==> src/rtl/mux_pipe_stage.sv <==
// CH-way select into a registered output stage with valid/ready handshake and
// a one-entry skid buffer, so upstream can run at full rate under back-pressure.
//
// state | meaning
// EMPTY | no entry held: out_valid=0, in_ready=1
// HALF  | main holds an entry, skid empty: out_valid=1, in_ready=1
// FULL  | main and skid both hold entries: out_valid=1, in_ready=0
module mux_pipe_stage #(
    parameter int N    = 32,
    parameter int CH   = 4,
    parameter int SELW = 2
) (
    input  logic            clk,
    input  logic            rst,
    input  logic [CH*N-1:0] in_data,
    input  logic [SELW-1:0] sel,
    input  logic            in_valid,
    output logic            in_ready,
    input  logic            flush,
    output logic [N-1:0]    out_data,
    output logic            out_valid,
    input  logic            out_ready,
    output logic            sel_err,
    input  logic            sel_err_clr
);

    typedef enum logic [1:0] {EMPTY, HALF, FULL} state_t;

    localparam logic [SELW:0] CH_LIM = (SELW + 1)'(CH);

    state_t         state;
    logic [N-1:0]   skid_data;
    logic [N-1:0]   sel_data;
    logic           sel_ok;
    logic           accept;
    logic           drain;

    assign sel_ok = {1'b0, sel} < CH_LIM;
    assign accept = in_valid & in_ready;
    assign drain  = out_valid & out_ready;

    // An out-of-range select matches no channel and so yields all-zero data.
    always_comb begin
        sel_data = '0;
        for (int k = 0; k < CH; k++) begin
            if ({1'b0, sel} == (SELW + 1)'(k)) begin
                sel_data = in_data[k*N +: N];
            end
        end
    end

    always_ff @(posedge clk or posedge rst) begin
        if (rst) begin
            state     <= EMPTY;
            out_data  <= '0;
            out_valid <= 1'b0;
            in_ready  <= 1'b1;
            skid_data <= '0;
            sel_err   <= 1'b0;
        end else begin
            // Flush kills entries but not the error record of a killed accept.
            if (accept && !sel_ok) begin
                sel_err <= 1'b1;
            end else if (sel_err_clr) begin
                sel_err <= 1'b0;
            end

            if (flush) begin
                state     <= EMPTY;
                out_valid <= 1'b0;
                in_ready  <= 1'b1;
            end else begin
                case (state)
                    EMPTY: begin
                        if (accept) begin
                            out_data  <= sel_data;
                            out_valid <= 1'b1;
                            state     <= HALF;
                        end
                    end
                    HALF: begin
                        if (accept && drain) begin
                            out_data <= sel_data;
                        end else if (accept) begin
                            skid_data <= sel_data;
                            in_ready  <= 1'b0;
                            state     <= FULL;
                        end else if (drain) begin
                            out_valid <= 1'b0;
                            state     <= EMPTY;
                        end
                    end
                    FULL: begin
                        if (drain) begin
                            out_data <= skid_data;
                            in_ready <= 1'b1;
                            state    <= HALF;
                        end
                    end
                    default: begin
                        state     <= EMPTY;
                        out_valid <= 1'b0;
                        in_ready  <= 1'b1;
                    end
                endcase
            end
        end
    end

endmodule

==> config.mk <==
export PLATFORM = sky130hd
export DESIGN_NAME = mux_pipe_stage
export DESIGN_NICKNAME = d
export VERILOG_FILES = /design/src/rtl/mux_pipe_stage.sv
export SDC_FILE = /design/constraint.sdc
export NUM_CORES = 1
export LEC_CHECK = 0
export ABC_CLOCK_PERIOD_IN_PS = 2700
export BUFFER_PORTS_ARGS = -buffer_cell sky130_fd_sc_hd__buf_2
export CELL_PAD_IN_SITES_DETAIL_PLACEMENT = 0
export CELL_PAD_IN_SITES_GLOBAL_PLACEMENT = 1
export CORE_UTILIZATION = 37
export CTS_CLUSTER_SIZE = 8
export DETAILED_ROUTE_END_ITERATION = 7
export PLACE_DENSITY = 0.93
export SYNTH_ARGS = -nofsm -noshare
export SYNTH_HDL_FRONTEND = slang
export SYNTH_SLANG_ARGS = --single-unit
==> constraint.sdc <==
create_clock -name clk -period 2.7 [get_ports clk]
set_input_delay 0.54 -clock clk [delete_from_list [all_inputs] [get_ports clk]]
set_output_delay 0.54 -clock clk [all_outputs]
set_load 0.02 [all_outputs]
==> reports/results.tsv, run 1 <==
stage	metric	value	unit
status	status	finished clean	
sta	setup_viol	0	
setup_path	r2r_slack	0.67	ns
logic_synthesis	yosysWarningCount	0	
place	hpwl	7.809	mm
routing	ant_nets	0	
final_layout	final_nets	710	
setup_path	crit_type	flop to flop	
floorplanning	start_util	37.91	%
clock_tree	cts_tree	done	
grt	antenna_found_initial	0	
floorplanning	ios	171	
sta	grt_setup_unrepaired	false	
logic_synthesis	syn_area	4310	µm²
grt	grt_overflow_total	0	
setup_path	path_max_fanout	16	
floorplanning	die_h	109.9	µm
clock_tree	cts_root_buf	clkbuf_16	
final_layout	area_growth	28.77	%
logic_synthesis	synth.avg_cell_area	10.21	µm²
sta	hold_viol	0	
run	drv_cap	0	
grt	grt_pass1_wl	17.71	mm
pwr	p_leak	2.658	nW
setup_path	cp-end-kind	flop	
clock_tree	cts_max_path_buffers	2	
sta	setup-tns-final	0	ns
floorplanning	coreArea	11370	µm²
setup_path	rr_worst_depth	5	
clock_tree	cts_max_level	3	
sta	worstMarginPinSlew	0.6214	ns
grt	grt_pass1_vias	3866	
logic_synthesis	netlist_instances	422	
clock_tree	clock_sinks	68	
routing	vias	3787	
routing	drtIter0Drc	131	
floorplanning	rows	39	
pwr	peakVddDrop	0.0004013	V
floorplanning	die_w	109.9	µm
final_layout	final_common_cell	buf_2	
clock_tree	worstSkewPairLatency	0.33	ns
final_layout	layout_common_cells	buf_2 (167), dfrtp_1 (67), nor2_1 (50)	
final_layout	antenna_cells	0	
place	dpl.cell_count	706	
final_layout	final_layout_size_suffix_gt1_share	44.04	%
sta	hold_ws	0.2755	ns
sta	skew	0.01022	ns
logic_synthesis	syn-num-nets	558	
sta	fmax	0.4920	GHz
floorplanning	dieArea	12090	µm²
setup_path	arrival	2.23	ns
routing	wl	10.98	mm
hold_path	min_path_type	primary input to asynchronous set/reset pin	
clock_tree	ctsHoldBuffers	0	
grt	grt_usage	18.90	%
routing	drc	0	
place	io_buffers	168	
setup_path	crit_required	2.90	ns
setup_path	crit-reg2reg-launch	state[1]$_DFFE_PP0P_	
place	gp_congestion	0.8025	
routing	wl_per_cell	15.21	µm
pwr	power.density	828.4	nW/µm²
clock_tree	cts_setup_buffers	0	
logic_synthesis	ys_ff_latch	68	
final_layout	finalNonFillerCells	722	
routing	vias_per_cell	5.245	
setup_path	rr_endpoint	out_data[3]$_DFFE_PP0P_	
logic_synthesis	ys_seq_area_share	39.51	%
clock_tree	cts_resized	0	
sta	finalMaxSlewViolations	0	
grt	grt_max_degree	67	
sta	finalCriticalPeriod	2.032	ns
clock_tree	path_clk_slew	0.06	ns
sta	timing.final.crit_share	75.27	%
logic_synthesis	yosysUniqueCellTypes	35	
sta	slew_headroom	58.57	%
routing	firstDrtPassIters	4	
setup_path	cp-start-kind	flop	
clock_tree	numCtsBuffers	9	
## critical path, stage by stage, from the launching register on
cell and delay, ns:
dfrtp_1 0.43, nor2b_2 0.50, nand2_1 0.18, a21oi_4 0.16, buf_4 0.27, mux2_2 0.37
## final cells by class
type                       count  area [µm²]
clock buffer                  10       239.0
clock inverter                 6       87.58
fill                        1042        5819
tap                          143       178.9
sequential                    68        1703
multi-input combinational    317        2377
timing repair buffer         177       960.9
inverter                       1       3.754
## state kept, by name, summed over array words and instances, names as in the netlist
| register | cells |
|---|---|
| out_valid | 1 |
| out_data | 32 |
| state | 2 |
| in_ready | 1 |
| skid_data | 32 |
## per-layer routing
| layer | up-vias | track usage, % | routed length (µm) |
|---|---|---|---|
| li1 | 1829 | - | - |
| met1 | 1819 | 21.99 | 4549 |
| met2 | 122 | 33.57 | 5653 |
| met3 | 17 | 2.905 | 584 |
| met4 | 0 | 9.429 | 196 |
| met5 | - | 0 | 0 |
## cells in the mapped netlist, drive strengths merged
| library cell | n | area share [%] |
|---|---|---|
| conb | 1 | 0.087 |
| clkbuf | 11 | 0.99 |
| a21boi | 1 | 0.26 |
| buf | 25 | 4.4 |
| nand2 | 36 | 3.1 |
| a211oi | 17 | 3.0 |
| nand3b | 2 | 0.35 |
| and3b | 1 | 0.20 |
| dfrtp | 67 | 39 |
| o21bai | 2 | 0.35 |
| dfstp | 1 | 0.61 |
| nor3b | 17 | 3.0 |
| mux2i | 48 | 11 |
| nand2b | 2 | 0.35 |
| mux2 | 64 | 17 |
| a221oi | 15 | 4.5 |
| o21ai | 32 | 3.7 |
| o22a | 1 | 0.20 |
| and2 | 2 | 0.35 |
| inv | 1 | 0.087 |
| nor2b | 1 | 0.20 |
| a21oi | 22 | 2.8 |
| nor2 | 51 | 4.5 |
| nor3 | 2 | 0.23 |
## logic make-up after synthesis
| kind of cell | synth area share [%] |
|---|---|
| multiplexers | 27.87 |
| flip-flops | 39.51 |
| AO/OA/AOI/OAI | 14.80 |
| AND/OR/NAND/NOR | 12.28 |
| buffers and inverters | 5.457 |
| other | 0.08700 |
## worst max-delay path by stage
| stage | end | slack [ns] | from | cells after the start |
|---|---|---|---|---|
| 6_report | out_data[3]$_DFFE_PP0P_ | 0.67 | state[1]$_DFFE_PP0P_ | 5 |
| 3_5_place_dp | out_data[17]$_DFFE_PP0P_ | 0.56 | sel[0] | 5 |
| 3_3_place_gp | out_data[9]$_DFFE_PP0P_ | 0.62 | sel[0] | 5 |
| 2_1_floorplan | out_data[0]$_DFFE_PP0P_ | 0.45 | rst | 1 |
| 5_1_grt | out_data[16]$_DFFE_PP0P_ | 0.52 | state[1]$_DFFE_PP0P_ | 5 |
| 4_1_cts | out_data[11]$_DFFE_PP0P_ | 0.62 | state[1]$_DFFE_PP0P_ | 5 |
## stage by stage
stage | util [%] | total power, mW | setup slack, ns | instance area, µm²
after detailed placement | 45.94 | 3.352 | 0.5559 | 5224
after CTS | 48.82 | 4.642 | 0.6151 | 5550
after floorplan | - | 2.791 | 0.4501 | 4310
after global placement | 45.94 | 3.272 | 0.6213 | 5224
final | 48.82 | 4.598 | 0.6676 | 5550
after global routing | 48.82 | 4.895 | 0.5213 | 5550
## where the power goes
group	total, mW	internal, mW	switching [mW]
Sequential	1.75	1.49	0.255
Combinational	1.58	0.687	0.890
Clock	1.27	0.833	0.439
No activity file was read; power rests on OpenSTA's default activity.
==> inputs of run 2 (changes only) <==
Settings changed: ABC_CLOCK_PERIOD_IN_PS 2700 to 1600, CORE_UTILIZATION 37 to 33, PLACE_DENSITY 0.93 to 0.88.
Clock period 2.7 ns to 1.6 ns, I/O delays scaled along.
==> run 2 against run 1 <==
  * The flow now finishes with violations (setup timing)
  * Combinational power rose by 96%
  * Clock power rose by 50%
  * Register-to-register slack got worse by 0.79 ns
  * Final cell count rose by 7.8%
  * Utilization fell by 1.3 points
  * Total power rose by 73%
  * Fmax rose by 18%
  * Critical path type unchanged
  * Critical endpoint is now out_data[0]$_DFFE_PP0P_
  * Largest power group is now combinational logic
  * Highest routed layer unchanged
==> reports/results.tsv, run 2 (synthesis gave the netlist of run 1 again) <==
stage	metric	value	unit	change
grt	grt_usage	17.02	%	-1.9 points
place	preCtsSetupSlack	-0.1079	ns	-0.6639 ns
clock_tree	path_clk_slew	0.06	ns	about the same
clock_tree	ctsHoldBuffers	0		unchanged
setup_path	slowest_delay	0.54	ns	+0.04 ns
pwr	p_leak	2.917	nW	+9.8%
routing	drc	0		unchanged
final_layout	top_regs	out_data (32), skid_data (32), state (2)		
sta	finalCriticalPeriod	1.719	ns	-0.3138 ns
setup_path	cp_top_family	flip-flops		
pwr	power.density	1324	nW/µm²	+60%
floorplanning	dieArea	13520	µm²	+12%
pwr	swShare	34.48	%	about the same
floorplanning	start_util	34.02	%	-3.9 points
final_layout	antenna_cells	0		unchanged
routing	wl	12.17	mm	+11%
sta	grt_setup_unrepaired	true		
final_layout	final_common_cell	buf_2		
floorplanning	die_h	116.3	µm	+5.8%
status	status	complete, but fails checks		
setup_path	cp_slowest_cell	dfstp_2		
place	dpl.cell_count	755		+6.9%
floorplanning	coreArea	12670	µm²	+11%
setup_path	crit_type	flop to flop		
clock_tree	clock_sinks	68		unchanged
pwr	p_clk_share	23.9	%	-3.8 points
status	violations	setup timing		
grt	grt_pass1_vias	3646		-5.7%
grt	grt_max_degree	69		+3.0%
clock_tree	worstSkewPairLatency	0.32	ns	about the same
final_layout	layout_common_cells	buf_2 (167), dfrtp_1 (67), nor2_1 (50)		
grt	grt_overflow_total	0		unchanged
setup_path	cp-end-kind	flop		
final_layout	area_growth	39.56	%	
clock_tree	cts_tree	done		
pwr	internal-power	5.221	mW	+73%
routing	drtIter0Drc	179		+37%
sta	timing.final.crit_share	107.4	%	+32 points
routing	vias_per_cell	4.985		-5.0%
place	hpwl	8.036	mm	+2.9%
pwr	p_sw	2.747	mW	+73%
place	io_buffers	168		unchanged
grt	grt_pass1_wl	17.73	mm	about the same
routing	wl_per_cell	15.64	µm	+2.8%
setup_path	cp-start-kind	flop		
setup_path	arrival	1.92	ns	-0.31 ns
final_layout	final_nets	737		+3.8%
setup_path	cp_cell_sequence	and3b_2 > nand2b_4 > a21oi_4 > buf_12 > clkbuf_16 > mux2_4		
clock_tree	cts_max_path_buffers	2		unchanged
setup_path	critPathBufInv	2		+1
pwr	p_comb_share	38.9	%	+4.6 points
sta	fmax	0.5819	GHz	+18%
routing	vias	3878		+2.4%
setup_path	crit_required	1.80	ns	-1.10 ns
place	gp_congestion	0.7981		-0.55%
sta	finalMaxSlewViolations	0		unchanged
hold_path	min_path_type	primary input to asynchronous set/reset pin		
routing	firstDrtPassIters	4		unchanged
setup_path	path_max_fanout	7		-9
sta	fin_ws	-0.1186	ns	-0.7862 ns
clock_tree	numCtsBuffers	9		unchanged
sta	hold_viol	0		unchanged
pwr	finalPower	7.968	mW	+73%
pwr	peakVddDrop	0.0005809	V	+45%
pwr	seqPwrFrac	37.2	%	-0.8 points
run	drv_cap	0		unchanged
grt	antenna_found_initial	0		unchanged
final_layout	finalNonFillerCells	778		+7.8%
routing	ant_nets	0		unchanged
clock_tree	cts_max_level	3		unchanged
sta	hold_ws	0.07407	ns	-0.2014 ns
sta	skew	0.003595	ns	-0.006626 ns
final_layout	fillCellCount	1175		+13%
final_layout	final_layout_size_suffix_gt1_share	48.68	%	+4.6 points
floorplanning	rows	41		+5.1%
clock_tree	cts_root_buf	clkbuf_16		
floorplanning	die_w	116.3	µm	+5.8%
sta	setup_viol	34		+34
floorplanning	ios	171		unchanged
==> run 2: power by group through the flow <==
stage | Clock [mW] | Sequential, mW | Combinational, mW
final | 1.91 | 2.96 | 3.10
after global routing | 2.06 | 3.05 | 3.37
after CTS | 1.97 | 2.95 | 2.98
after detailed placement | 0 | 2.95 | 2.80
after global placement | 0 | 2.92 | 2.71
after floorplan | 0 | 3.42 | 1.30
==> run 2: layout make-up <==
cell class              count  area [µm²]  area share, %
inverters                   1       7.507         0.1248
clock inverters             6       55.05         0.9151
multi-input cells         317        2492          41.43
clock buffers              10       229.0          3.806
flip-flops and latches     68        1703          28.31
well taps                 172       215.2          3.577
repair buffers            204        1314          21.84
==> run 2: metrics by stage <==
| stage | cell area [µm²] | TNS [ns] | util (%) |
|---|---|---|---|
| 2_1_floorplan | 4325 | -4.264 | - |
| 3_3_place_gp | 5507 | -1.421 | 43.46 |
| 3_5_place_dp | 5507 | -2.535 | 43.46 |
| 4_1_cts | 5903 | -3.133 | 46.59 |
| 5_1_grt | 6016 | -4.629 | 47.48 |
| 6_report | 6016 | -2.778 | 47.48 |
==> run 2: tightest hold or removal path, cell delays in order <==
cell and delay (ns):
buf_2 0.11, clkinvlp_4 0.07, buf_12 0.30
==> run 2: routing by layer <==
layer / share of wire (%) / vias to the layer above / routed length (µm) / GRT usage, %
met2: 48 / 139 / 5901 / 29.47
met1: 44 / 1847 / 5386 / 21.23
met5: 0 / - / 0 / 0
li1: - / 1880 / - / -
met3: 6.1 / 12 / 740 / 2.750
met4: 1.2 / 0 / 142 / 6.410
==> run 2: worst paths after layout <==
path / start / to / slack (ns) / cells after the start
worst max-delay path: in_ready$_DFFE_PP1P_ / out_data[0]$_DFFE_PP0P_ / -0.12 / 6
worst min-delay path: rst / out_data[15]$_DFFE_PP0P_ / 0.07 / 3
min in group clk: flush / out_valid$_DFFE_PP0P_ / 0.25 / 2
worst min register to register: skid_data[21]$_DFFE_PP0P_ / skid_data[21]$_DFFE_PP0P_ / 0.48 / 2
max in group asynchronous: rst / in_ready$_DFFE_PP1P_ / 1.18 / 3
worst max register to register: in_ready$_DFFE_PP1P_ / out_data[0]$_DFFE_PP0P_ / -0.12 / 6
==> run 2: repair_timing <==
| item | in CTS | in global routing |
|---|---|---|
| setup buffers | 2 | 2 |
| pin swaps | 0 | 2 |
| resized for setup | 17 | 19 |
| gates cloned | 1 | 4 |
| setup endpoints to repair | 32 | 55 |
